**src/rtl/nibble_serial_adder_ctrl.sv**
```systemverilog
// WIDTH-bit add/subtract built from one 4-bit CLA slice reused once per nibble, LSB first.
// Result valid NIB cycles after accept; result held in DONE until out_ready, operands refused meanwhile.

module cla4_slice (
  input  logic       cin,
  input  logic [3:0] in1,
  input  logic [3:0] in2,
  output logic [4:0] out
);
  logic [3:0] w_g;
  logic [3:0] w_p;
  logic [4:0] w_c;

  assign w_g = in1 & in2;
  assign w_p = in1 ^ in2;

  assign w_c[0] = cin;
  assign w_c[1] = w_g[0] | (w_p[0] & cin);
  assign w_c[2] = w_g[1] | (w_p[1] & w_g[0]) | (w_p[1] & w_p[0] & cin);
  assign w_c[3] = w_g[2] | (w_p[2] & w_g[1]) | (w_p[2] & w_p[1] & w_g[0])
                | (w_p[2] & w_p[1] & w_p[0] & cin);
  assign w_c[4] = w_g[3] | (w_p[3] & w_g[2]) | (w_p[3] & w_p[2] & w_g[1])
                | (w_p[3] & w_p[2] & w_p[1] & w_g[0])
                | (w_p[3] & w_p[2] & w_p[1] & w_p[0] & cin);

  assign out = {w_c[4], w_p ^ w_c[3:0]};
endmodule

module nibble_serial_adder_ctrl #(
  parameter int WIDTH = 16
) (
  input  logic             clk,
  input  logic             rst,
  input  logic             in_valid,
  output logic             in_ready,
  input  logic [WIDTH-1:0] a,
  input  logic [WIDTH-1:0] b,
  input  logic             sub,
  output logic             out_valid,
  input  logic             out_ready,
  output logic [WIDTH-1:0] sum,
  output logic             cout,
  output logic             ovf,
  output logic             busy
);
  localparam int NIB  = WIDTH / 4;
  localparam int IDXW = $clog2(NIB);

  if ((WIDTH % 4) != 0 || WIDTH < 8) begin : g_bad_width
    $error("nibble_serial_adder_ctrl: WIDTH must be a multiple of 4 and >= 8");
  end

  typedef enum logic [1:0] {S_IDLE, S_RUN, S_DONE} state_t;

  state_t           r_state;
  logic [IDXW-1:0]  r_idx;
  logic             r_carry;
  logic [WIDTH-1:0] r_a;
  logic [WIDTH-1:0] r_b;
  logic [WIDTH-1:0] r_sum;
  logic             r_cout;
  logic             r_ovf;
  logic             r_out_valid;

  logic [3:0]       w_in1;
  logic [3:0]       w_in2;
  logic [4:0]       w_out;
  logic             w_last;

  assign w_in1  = r_a[4*r_idx +: 4];
  assign w_in2  = r_b[4*r_idx +: 4];
  assign w_last = (r_idx == IDXW'(NIB - 1));

  cla4_slice u_slice (
    .cin (r_carry),
    .in1 (w_in1),
    .in2 (w_in2),
    .out (w_out)
  );

  assign in_ready  = (r_state == S_IDLE) && !rst;
  assign busy      = (r_state != S_IDLE);
  assign out_valid = r_out_valid;
  assign sum       = r_sum;
  assign cout      = r_cout;
  assign ovf       = r_ovf;

  always_ff @(posedge clk) begin
    if (rst) begin
      r_state     <= S_IDLE;
      r_idx       <= '0;
      r_carry     <= 1'b0;
      r_a         <= '0;
      r_b         <= '0;
      r_sum       <= '0;
      r_cout      <= 1'b0;
      r_ovf       <= 1'b0;
      r_out_valid <= 1'b0;
    end else begin
      case (r_state)
        S_IDLE: begin
          if (in_valid) begin
            // Subtract as a + ~b + 1: the +1 enters as the initial carry.
            r_a     <= a;
            r_b     <= sub ? ~b : b;
            r_carry <= sub;
            r_idx   <= '0;
            r_state <= S_RUN;
          end
        end
        S_RUN: begin
          r_sum[4*r_idx +: 4] <= w_out[3:0];
          r_carry             <= w_out[4];
          r_idx               <= r_idx + 1'b1;
          if (w_last) begin
            r_cout      <= w_out[4];
            r_ovf       <= (r_a[WIDTH-1] == r_b[WIDTH-1]) && (w_out[3] != r_a[WIDTH-1]);
            r_out_valid <= 1'b1;
            r_state     <= S_DONE;
          end
        end
        S_DONE: begin
          if (out_ready) begin
            r_out_valid <= 1'b0;
            r_state     <= S_IDLE;
          end
        end
        default: r_state <= S_IDLE;
      endcase
    end
  end
endmodule

```
**config.mk**
```make
export PLATFORM = sky130hd
export DESIGN_NAME = nibble_serial_adder_ctrl
export DESIGN_NICKNAME = d
export VERILOG_FILES = /design/src/rtl/nibble_serial_adder_ctrl.sv
export SDC_FILE = /design/constraint.sdc
export NUM_CORES = 1
export LEC_CHECK = 0
export BUFFER_PORTS_ARGS = -buffer_cell sky130_fd_sc_hd__buf_2
export CAP_MARGIN = 15
export CORE_MARGIN = 8
export CORE_UTILIZATION = 35
export DETAILED_ROUTE_END_ITERATION = 8
export PLACE_DENSITY = 0.57
export SYNTH_ARGS = -nofsm -noshare
export SYNTH_HDL_FRONTEND = slang
export SYNTH_SLANG_ARGS = --single-unit
```
**constraint.sdc**
```tcl
create_clock -name clk -period 2.4 [get_ports clk]
set_clock_uncertainty 0.05 [all_clocks]
set_input_delay 0.24 -clock clk [delete_from_list [all_inputs] [get_ports clk]]
set_output_delay 0.24 -clock clk [all_outputs]
set_load 0.1 [all_outputs]
```
Word level (Yosys, flattened, before mapping) --
Index checks and enable logic that the tools add are counted.
Word-level totals: bits in registers 56, output and inout bits 21, logic and storage cells 78
Cells by class: add/subtract/negate cells 2, equal/unequal tests 8, shift operators 4, muxes and demuxes 13, bitwise operators 30, reduce and logical (&&, ||, !) cells 12
Operator list (count):
- 4-bit negation with 34-bit output | 1
- 4-bit by 34-bit variable shift with 16-bit output (first input constant) | 1
- 4-bit by 34-bit indexed part select with 16-bit output | 1
- 16-bit by 5-bit indexed part select with 4-bit output | 2
- 1-bit AND | 16
- 16-bit bitwise mux | 1
- 16-bit 2-to-1 mux | 1
- 16-bit inverter | 1
- 1-bit OR | 10
- 2-bit 2-to-1 mux | 4
- 4-bit bitwise XOR | 2
- 2-bit inequality test (second input constant) | 3
- 2-bit one-hot mux with 3 select lines | 1
- 2-bit AND reduction | 3
- 3-bit AND reduction | 2
- 2-bit nonzero test | 3
- 4-bit AND | 1
- 2-bit == test (second input constant) | 2
- 1-bit one-hot mux with 2 select lines | 2
- 2-bit one-hot mux with 2 select lines | 1
- 1-bit 2-to-1 mux | 3
- 2-bit by 1-bit adder with 2-bit output (second input constant) | 1
- 2-bit by 1-bit == test with 1-bit output (second input constant) | 1
- 1-bit logical AND | 2
- other kinds (4) | 4

Longest topological paths before layout --
Gate-level depths: netlist of run 1.
word-level depth 9, mapped depth 7, gate-level depth less buffers 6

Hierarchy --
Synthesis of run 1 repeated with hierarchy kept, for this count alone.
Second synthesis, totals: cell total of the unflattened synthesis 293, area, all modules 2697.6 um^2
Modules (own cells, without submodules):
- nibble_serial_adder_ctrl | instances 1, cells each 276, area each 2549.9 um^2, sequential area each 1121.1 um^2
- cla4_slice | instances 1, cells each 17, area each 147.6 um^2, sequential area each 0.0 um^2

Worst setup path before layout of run 1 --
Ideal clock, no wire load.
kind reg2out, start reg r_state[0], end out in_ready, data arrival time 2.383 ns, required time 2.110 ns, path slack -0.273 ns, cell stages (with the launch flop) 5, cells stage by stage dfxtp_1 -> buf_4 -> nor2_1 -> inv_1 -> nor2_1
On the way: longest elaborated chain between the ends 2
Ends and longest elaborated chain:
- from (decl) | RTL line 55 | state_t r_state;
- from (signal assigned) | RTL line 90 | r_state <= S_IDLE;
- from (signal assigned) | RTL line 108 | r_state <= S_RUN;
- from (signal assigned) | RTL line 119 | r_state <= S_DONE;
- 2-bit zero test | RTL line 81 | assign in_ready = (r_state == S_IDLE) && !rst;
- 1-bit logical AND | RTL line 81
- to (decl) | RTL line 35 | output logic in_ready,
No other way between the ends.

Worst setup path after layout of run 1 --
start reg r_idx[0], end reg r_sum[10] (netlist: sum[10])
On the way: longest elaborated chain between the ends 9, elaborated cells on any way between the ends 24, those cells by class add/sub: 1; shift: 4; mux: 1; bitwise: 18
Ends and longest elaborated chain:
- from (decl) | RTL line 56 | logic [IDXW-1:0] r_idx;
- from (signal assigned) | RTL line 114 | r_idx <= r_idx + 1'b1;
- 16-bit by 5-bit indexed part select with 4-bit output, on equally long branches | RTL line 70, 71
- 4-bit bitwise XOR or 4-bit AND (tied branches) | RTL line 15, 14
- 1-bit AND, on equally long branches | RTL line 20, 21
- 1-bit OR, or another cell as far along | RTL line 20 | assign w_c[3] = w_g[2] | (w_p[2] & w_g[1]) | (w_p[2] & w_p[1] & w_g[0])
- 1-bit OR or 1-bit AND (tied branches) | RTL line 20, 21
- 1-bit OR | RTL line 21 | | (w_p[2] & w_p[1] & w_p[0] & cin);
- 4-bit bitwise XOR | RTL line 26 | assign out = {w_c[4], w_p ^ w_c[3:0]};
- 4-bit by 34-bit indexed part select with 16-bit output | RTL line 112 | r_sum[4*r_idx +: 4] <= w_out[3:0];
- 16-bit bitwise mux * | RTL line 112
- to (signal, indexed assignment) | RTL line 112
- to (decl) | RTL line 60 | logic [WIDTH-1:0] r_sum;
Every way passes the cells marked *; elsewhere a longest branch is shown, timed or not. A chain may end at the register's enable or synchronous reset.

==> qor.csv, run 1 <==
metric,value,unit
outcome,completed,
synthXorXnorAreaFrac,0.0549,
whs,110,ps
rows,32,
synth-adder-area-share,0.0535,
insertedDiodeCount,0,
cts_htree_levels,2,
ys_types,40,
start_util,0.356,
yosysTopAreaCellShare,0.413,
clkLatencyLatePin,310,ps
yosysTopAreaCell,dfxtp_1,
fin_crit_sh,0.967,
cts_buffers,5,
synth_ff_type,dfxtp_1,
synth_nets,332,
grt_util_all_layers,0.120,
cts_tree,built,
leakage,1.38,nW
die_height,104,µm
fin_cells,444,
die_x,104,µm
viasPerCell,4.89,
met2_usage,0.196,
cts_sinks,56,
grt_max_degree,57,
place_area,0.00312,mm²
critical_path_class,register to register,
grt_util_met3,0.0322,
core-area,0.00761,mm²
drive_gt1_frac,0.301,
grt-ovfl-total,0,
gp_congestion,0.782,
drt-total-wl,6370,µm
async_flop_share,0,
ir_drop,225,µV
min_period,2320,ps
synth-simple-area-share,0.213,
hold_buffers,0,
port_buffers,57,
dp.cells,432,
dp_hpwl,4690,µm
synthTopCellsByArea,"dfxtp_1 (41%), mux4_2 (6.6%), nor2_1 (5.7%), nand2_1 (5.5%), xnor2_1 (5.2%)",
syn_area,0.00271,mm²
crit_arrival,2450,ps
syn2layout_area_growth,22.3,%
slew_headroom,0.595,
synthMuxAreaShare,0.0665,
synth_seq_cells,56,
utilization,0.436,
cts_buffer_depth,2,
cp_max_fo,6,
synth_compound_area_frac,0.160,
layout.nets,389,
hp-class,primary input to register,
clock_tree.root_cell,clkbuf_8,
use_met1,0.150,
grt_pass1_wl,10900,µm
hold_viol_final,0,
finish.instance_area,0.00332,mm²
synth_top_family_by_area,simple AND/OR/NAND/NOR gates,
drtPass1Iterations,4,
maxSlewViolCount,0,
vias,2169,
clkTransAtPathRegs,100,ps
max_freq,431,MHz
powerDensity,604,mW/mm²
die_area,0.0108,mm²
avgSynthCellArea,9.55,µm²
grt_pass1_vias,2237,
ios,58,
setup_viol,0,
rsz0062_at_grt,no,
endpoint_kind,register,
cp-start-kind,register,
busiest_layer,met2,
yosysSeqAreaShare,0.413,
antenna_found_initial,0,
drt-initial-drc-count,102,
routedWlPerCell,14.3,µm
required,2530,ps
maxCapViolCount,0,
yosys_warnings,0,
drtAntennaViolNets,0,
synth_edf_count,0,
worst_slew_pin_slew,607,ps
synthCells,284,
fin_setup_tns,0,ps
drcViolationCount,0,
[sequential cells by signal, summed over array words and instances (netlist names)]
register,flops
ovf,1
r_b,16
cout,1
r_state,2
sum,16
r_idx,2
r_a,16
r_carry,1
out_valid,1
[layer usage]
layer  up-vias  share of wire
met1       995           0.47
met4         0          0.010
met5         -              0
met3         5          0.049
met2        54           0.47
li1       1115              -
[synthesized netlist by cell type, types with 3 or more instances]
library cell	count
a211oi_1	16
a21oi_1	27
a22oi_1	9
a32oi_1	4
buf_2	9
buf_4	3
clkbuf_1	5
dfxtp_1	56
ha_1	10
inv_1	3
mux4_2	8
nand2_1	40
nand2b_1	3
nand3b_4	3
nand4_1	5
nor2_1	41
nor4b_4	3
xnor2_1	16
[report_power, final]
group          switching (mW)  internal, mW
clock network           0.307         0.237
registers              0.0393         0.979
logic                   0.257         0.183
total                   0.603          1.40
[critical path: stages, from the launching register on]
cell and delay, ps:
dfxtp_4 440, mux4_2 530, ha_1 350, a21o_1 230, a211o_1 320, a32oi_1 220
nor2_1 60
[what timing repair did]
item / 4_1_cts / 5_1_grt
buffers inserted: 0 / 4
endpoints found under the setup margin: 0 / 5
gates resized for setup: 0 / 6
[final timing paths]
check        startpoint       to  slack, ps  cells past startpoint
max            r_idx[0]  sum[10]         80                      6
min                a[5]   r_a[5]        110                      3
max reg2reg    r_idx[0]  sum[10]         80                      6
min reg2reg      sum[3]   sum[3]        400                      2
[cell usage in the layout (no fill, tap or decap), types with 4 or more instances in the layout]
| cell | n |
|---|---|
| buf_2 | 57 |
| dfxtp_1 | 55 |
| nor2_1 | 40 |
| nand2_1 | 40 |
| a21oi_1 | 27 |
| xnor2_1 | 16 |
| a211oi_1 | 16 |
| a22oi_1 | 9 |
| mux4_2 | 8 |
| ha_1 | 8 |
| buf_4 | 7 |
| clkbuf_8 | 6 |
| nand4_1 | 5 |
| a32oi_1 | 4 |
| buf_12 | 4 |
[metrics by stage]
stage               power (mW)  worst slack (ps)
global placement          1.44              84.2
CTS                       2.00              17.8
floorplan                 1.34              35.9
detailed placement        1.45              41.0
finish                    2.00              79.6
global route              2.11              3.76
[area by class of cell]
cell class	count	area, µm²
clock buffers	6	82.6
clock inverters	2	13.8
fillers	812	4290
inverters	4	15.0
multi-input cells	206	1530
flip-flops and latches	56	1120
well taps	102	128
repair buffers	68	418
[cell families (layout without fill, tap and decap cells)]
logic type	Yosys count	after routing
and+or+nand+nor	105	105
muxes	8	8
xor gates and xnor gates	17	17
adders and majority gates	11	11
DFF	56	56
buffers and inverters	22	80
AOI/OAI and AO/OA	65	65
No activity file was read; power rests on OpenSTA's default activity.
==> run 2, diff against run 1 <==
--- a/config.mk
+++ b/config.mk
@@ -8,9 +8,9 @@
 export BUFFER_PORTS_ARGS = -buffer_cell sky130_fd_sc_hd__buf_2
 export CAP_MARGIN = 15
 export CORE_MARGIN = 8
-export CORE_UTILIZATION = 35
+export CORE_UTILIZATION = 49
 export DETAILED_ROUTE_END_ITERATION = 8
-export PLACE_DENSITY = 0.57
+export PLACE_DENSITY = 0.76
 export SYNTH_ARGS = -nofsm -noshare
 export SYNTH_HDL_FRONTEND = slang
 export SYNTH_SLANG_ARGS = --single-unit
==> run 2 against run 1 <==
Clock power shrank 4.6%. Power is 2.8% lower. Utilization is 15 points higher. Critical path depth did not move. Critical path type unchanged.
==> qor.csv, run 2 (synthesis gave the netlist of run 1 again) <==
metric,value,unit,change
clkPwrFrac,0.266,,-0.005
powerDensity,609,mW/mm²,+0.87%
grt-ovfl-total,0,,unchanged
critPathMaxStageDelay,540,ps,about the same
drive_gt1_frac,0.290,,-0.0108
die_x,90.4,µm,-13%
grt_util_all_layers,0.145,,+0.0252
port_buffers,57,,unchanged
p_int,1.37,mW,-1.7%
drcViolationCount,0,,unchanged
ir_drop,380,µV,+69%
crit_arrival,2440,ps,about the same
cts_tree,built,,
cts_resized,0,,unchanged
drt-total-wl,5900,µm,-7.4%
dp_hpwl,4450,µm,-5.2%
hp-class,primary input to register,,
drtAntennaViolNets,0,,unchanged
layout.nets,389,,unchanged
min_period,2300,ps,-20.1 ps
vias,2175,,+0.28%
swShare,0.294,,-0.00746
layout_commonest_cell,buf_2,,
critical_path_class,register to register,,
cts_sinks,56,,unchanged
cts_setup_buffers,0,,unchanged
ios,58,,unchanged
cts_buffer_depth,2,,unchanged
path_buf_inv,0,,unchanged
fin_setup_tns,0,ps,unchanged
rows,27,,-16%
cp_slowest_cell,mux4_2,,
clock_tree.root_cell,clkbuf_8,,
clkLatencyLatePin,300,ps,about the same
routedWlPerCell,14.3,µm,-0.49%
syn2layout_area_growth,17.9,%,
path_cells,mux4_2 > ha_1 > a21o_1 > a211o_1 > a32oi_1 > nor2_1,,
power,1.95,mW,-2.8%
cts_htree_levels,2,,unchanged
rr_startpoint,r_idx[0],,
viasPerCell,5.27,,+7.8%
fin_crit_sh,0.958,,-0.00838
hold_viol_final,0,,unchanged
grt_pass1_vias,2061,,-7.9%
endpoint_kind,register,,
die_height,90.4,µm,-13%
hp-start,a[9],,
crit_start,r_idx[0],,
drtPass1Iterations,4,,unchanged
cp-start-kind,register,,
rsz0062_at_grt,no,,
layout_common_cells,"buf_2 (57), dfxtp_1 (55), nor2_1 (40), nand2_1 (40), a21oi_1 (27)",,
slew_headroom,0.578,,-0.0169
antenna_found_initial,0,,unchanged
setup_viol,0,,unchanged
core-area,0.00544,mm²,-29%
insertedDiodeCount,0,,unchanged
cts_buffers,5,,unchanged
outcome,completed,,
p_seq_frac,0.522,,+0.013
worst_slew_pin_slew,631,ps,+24.4 ps
p_comb_frac,0.211,,-0.009
max_freq,435,MHz,+0.87%
hold_buffers,0,,unchanged
p_sw,0.572,mW,-5.2%
maxCapViolCount,0,,unchanged
required,2540,ps,about the same
r2r_setup_slack,100,ps,+20 ps
maxSlewViolCount,0,,unchanged
fillCellCount,492,,-39%
die_area,0.00817,mm²,-24%
critical_path.top_delay_family,compound AO/OA/AOI/OAI gates,,
gp_congestion,0.828,,+5.9%
clkTransAtPathRegs,90,ps,about the same
cp_max_fo,6,,unchanged
leakage,1.38,nW,-0.55%
drt-initial-drc-count,150,,+47%
start_util,0.499,,+0.142
grt_max_degree,51,,-11%
grt_pass1_wl,9940,µm,-8.8%
run 2: cell count changes in the layout (fill, tap and decap cells not counted), moves of 2 or more:
cell	previous run	this run
buf_12	4	1
buf_4	7	10
ha_1	8	10
ha_4	2	0
run 2: worst register-to-register path, cell delays in order, from the launching register on:
cell,delay [ps]
dfxtp_4,400
mux4_2,540
ha_1,340
a21o_1,210
a211o_1,360
a32oi_1,240
nor2_1,60
run 2: final cells by class:
class	instances	area [µm²]	area share
sequential	56	1120	0.352
clock inverter	1	8.76	0.00274
tap	72	90.1	0.0282
inverter	4	15.0	0.00470
clock buffer	6	82.6	0.0258
timing repair buffer	68	380	0.119
multi-input combinational	206	1490	0.468
run 2: routing by layer:
metal / GRT usage / routed length [µm] / share of wire
met5: 0 / 0 / 0
met4: 0.0305 / 21 / 0.0036
met3: 0.0524 / 311 / 0.053
met2: 0.211 / 2670 / 0.45
met1: 0.199 / 2890 / 0.49
run 2: power groups by stage:
stage | clock network (mW) | registers [mW] | logic [mW]
floorplan | 0 | 1.05 | 0.287
global placement | 0 | 1.04 | 0.397
detailed placement | 0 | 1.04 | 0.404
CTS | 0.537 | 1.02 | 0.405
global route | 0.581 | 1.03 | 0.448
finish | 0.518 | 1.02 | 0.412
run 2: path summary, 6_finish.rpt:
kind	endpoint	depth (start not counted)
worst min register to register	sum[3]	2
worst max-delay path	sum[2]	6
worst min-delay path	r_a[9]	3
worst max register to register	sum[2]	6
run 2: through the flow:
step           hold slack (ps)  instances   util  instance area [µm²]  setup slack (ps)
2_1_floorplan              326        284      -                 2720              35.9
3_3_place_gp               389        403  0.567                 3080               117
3_5_place_dp               396        403  0.567                 3080              29.7
4_1_cts                    102        410  0.583                 3170              25.7
5_1_grt                    101        413  0.588                 3200              12.5
6_report                   114        413  0.588                 3200              99.8
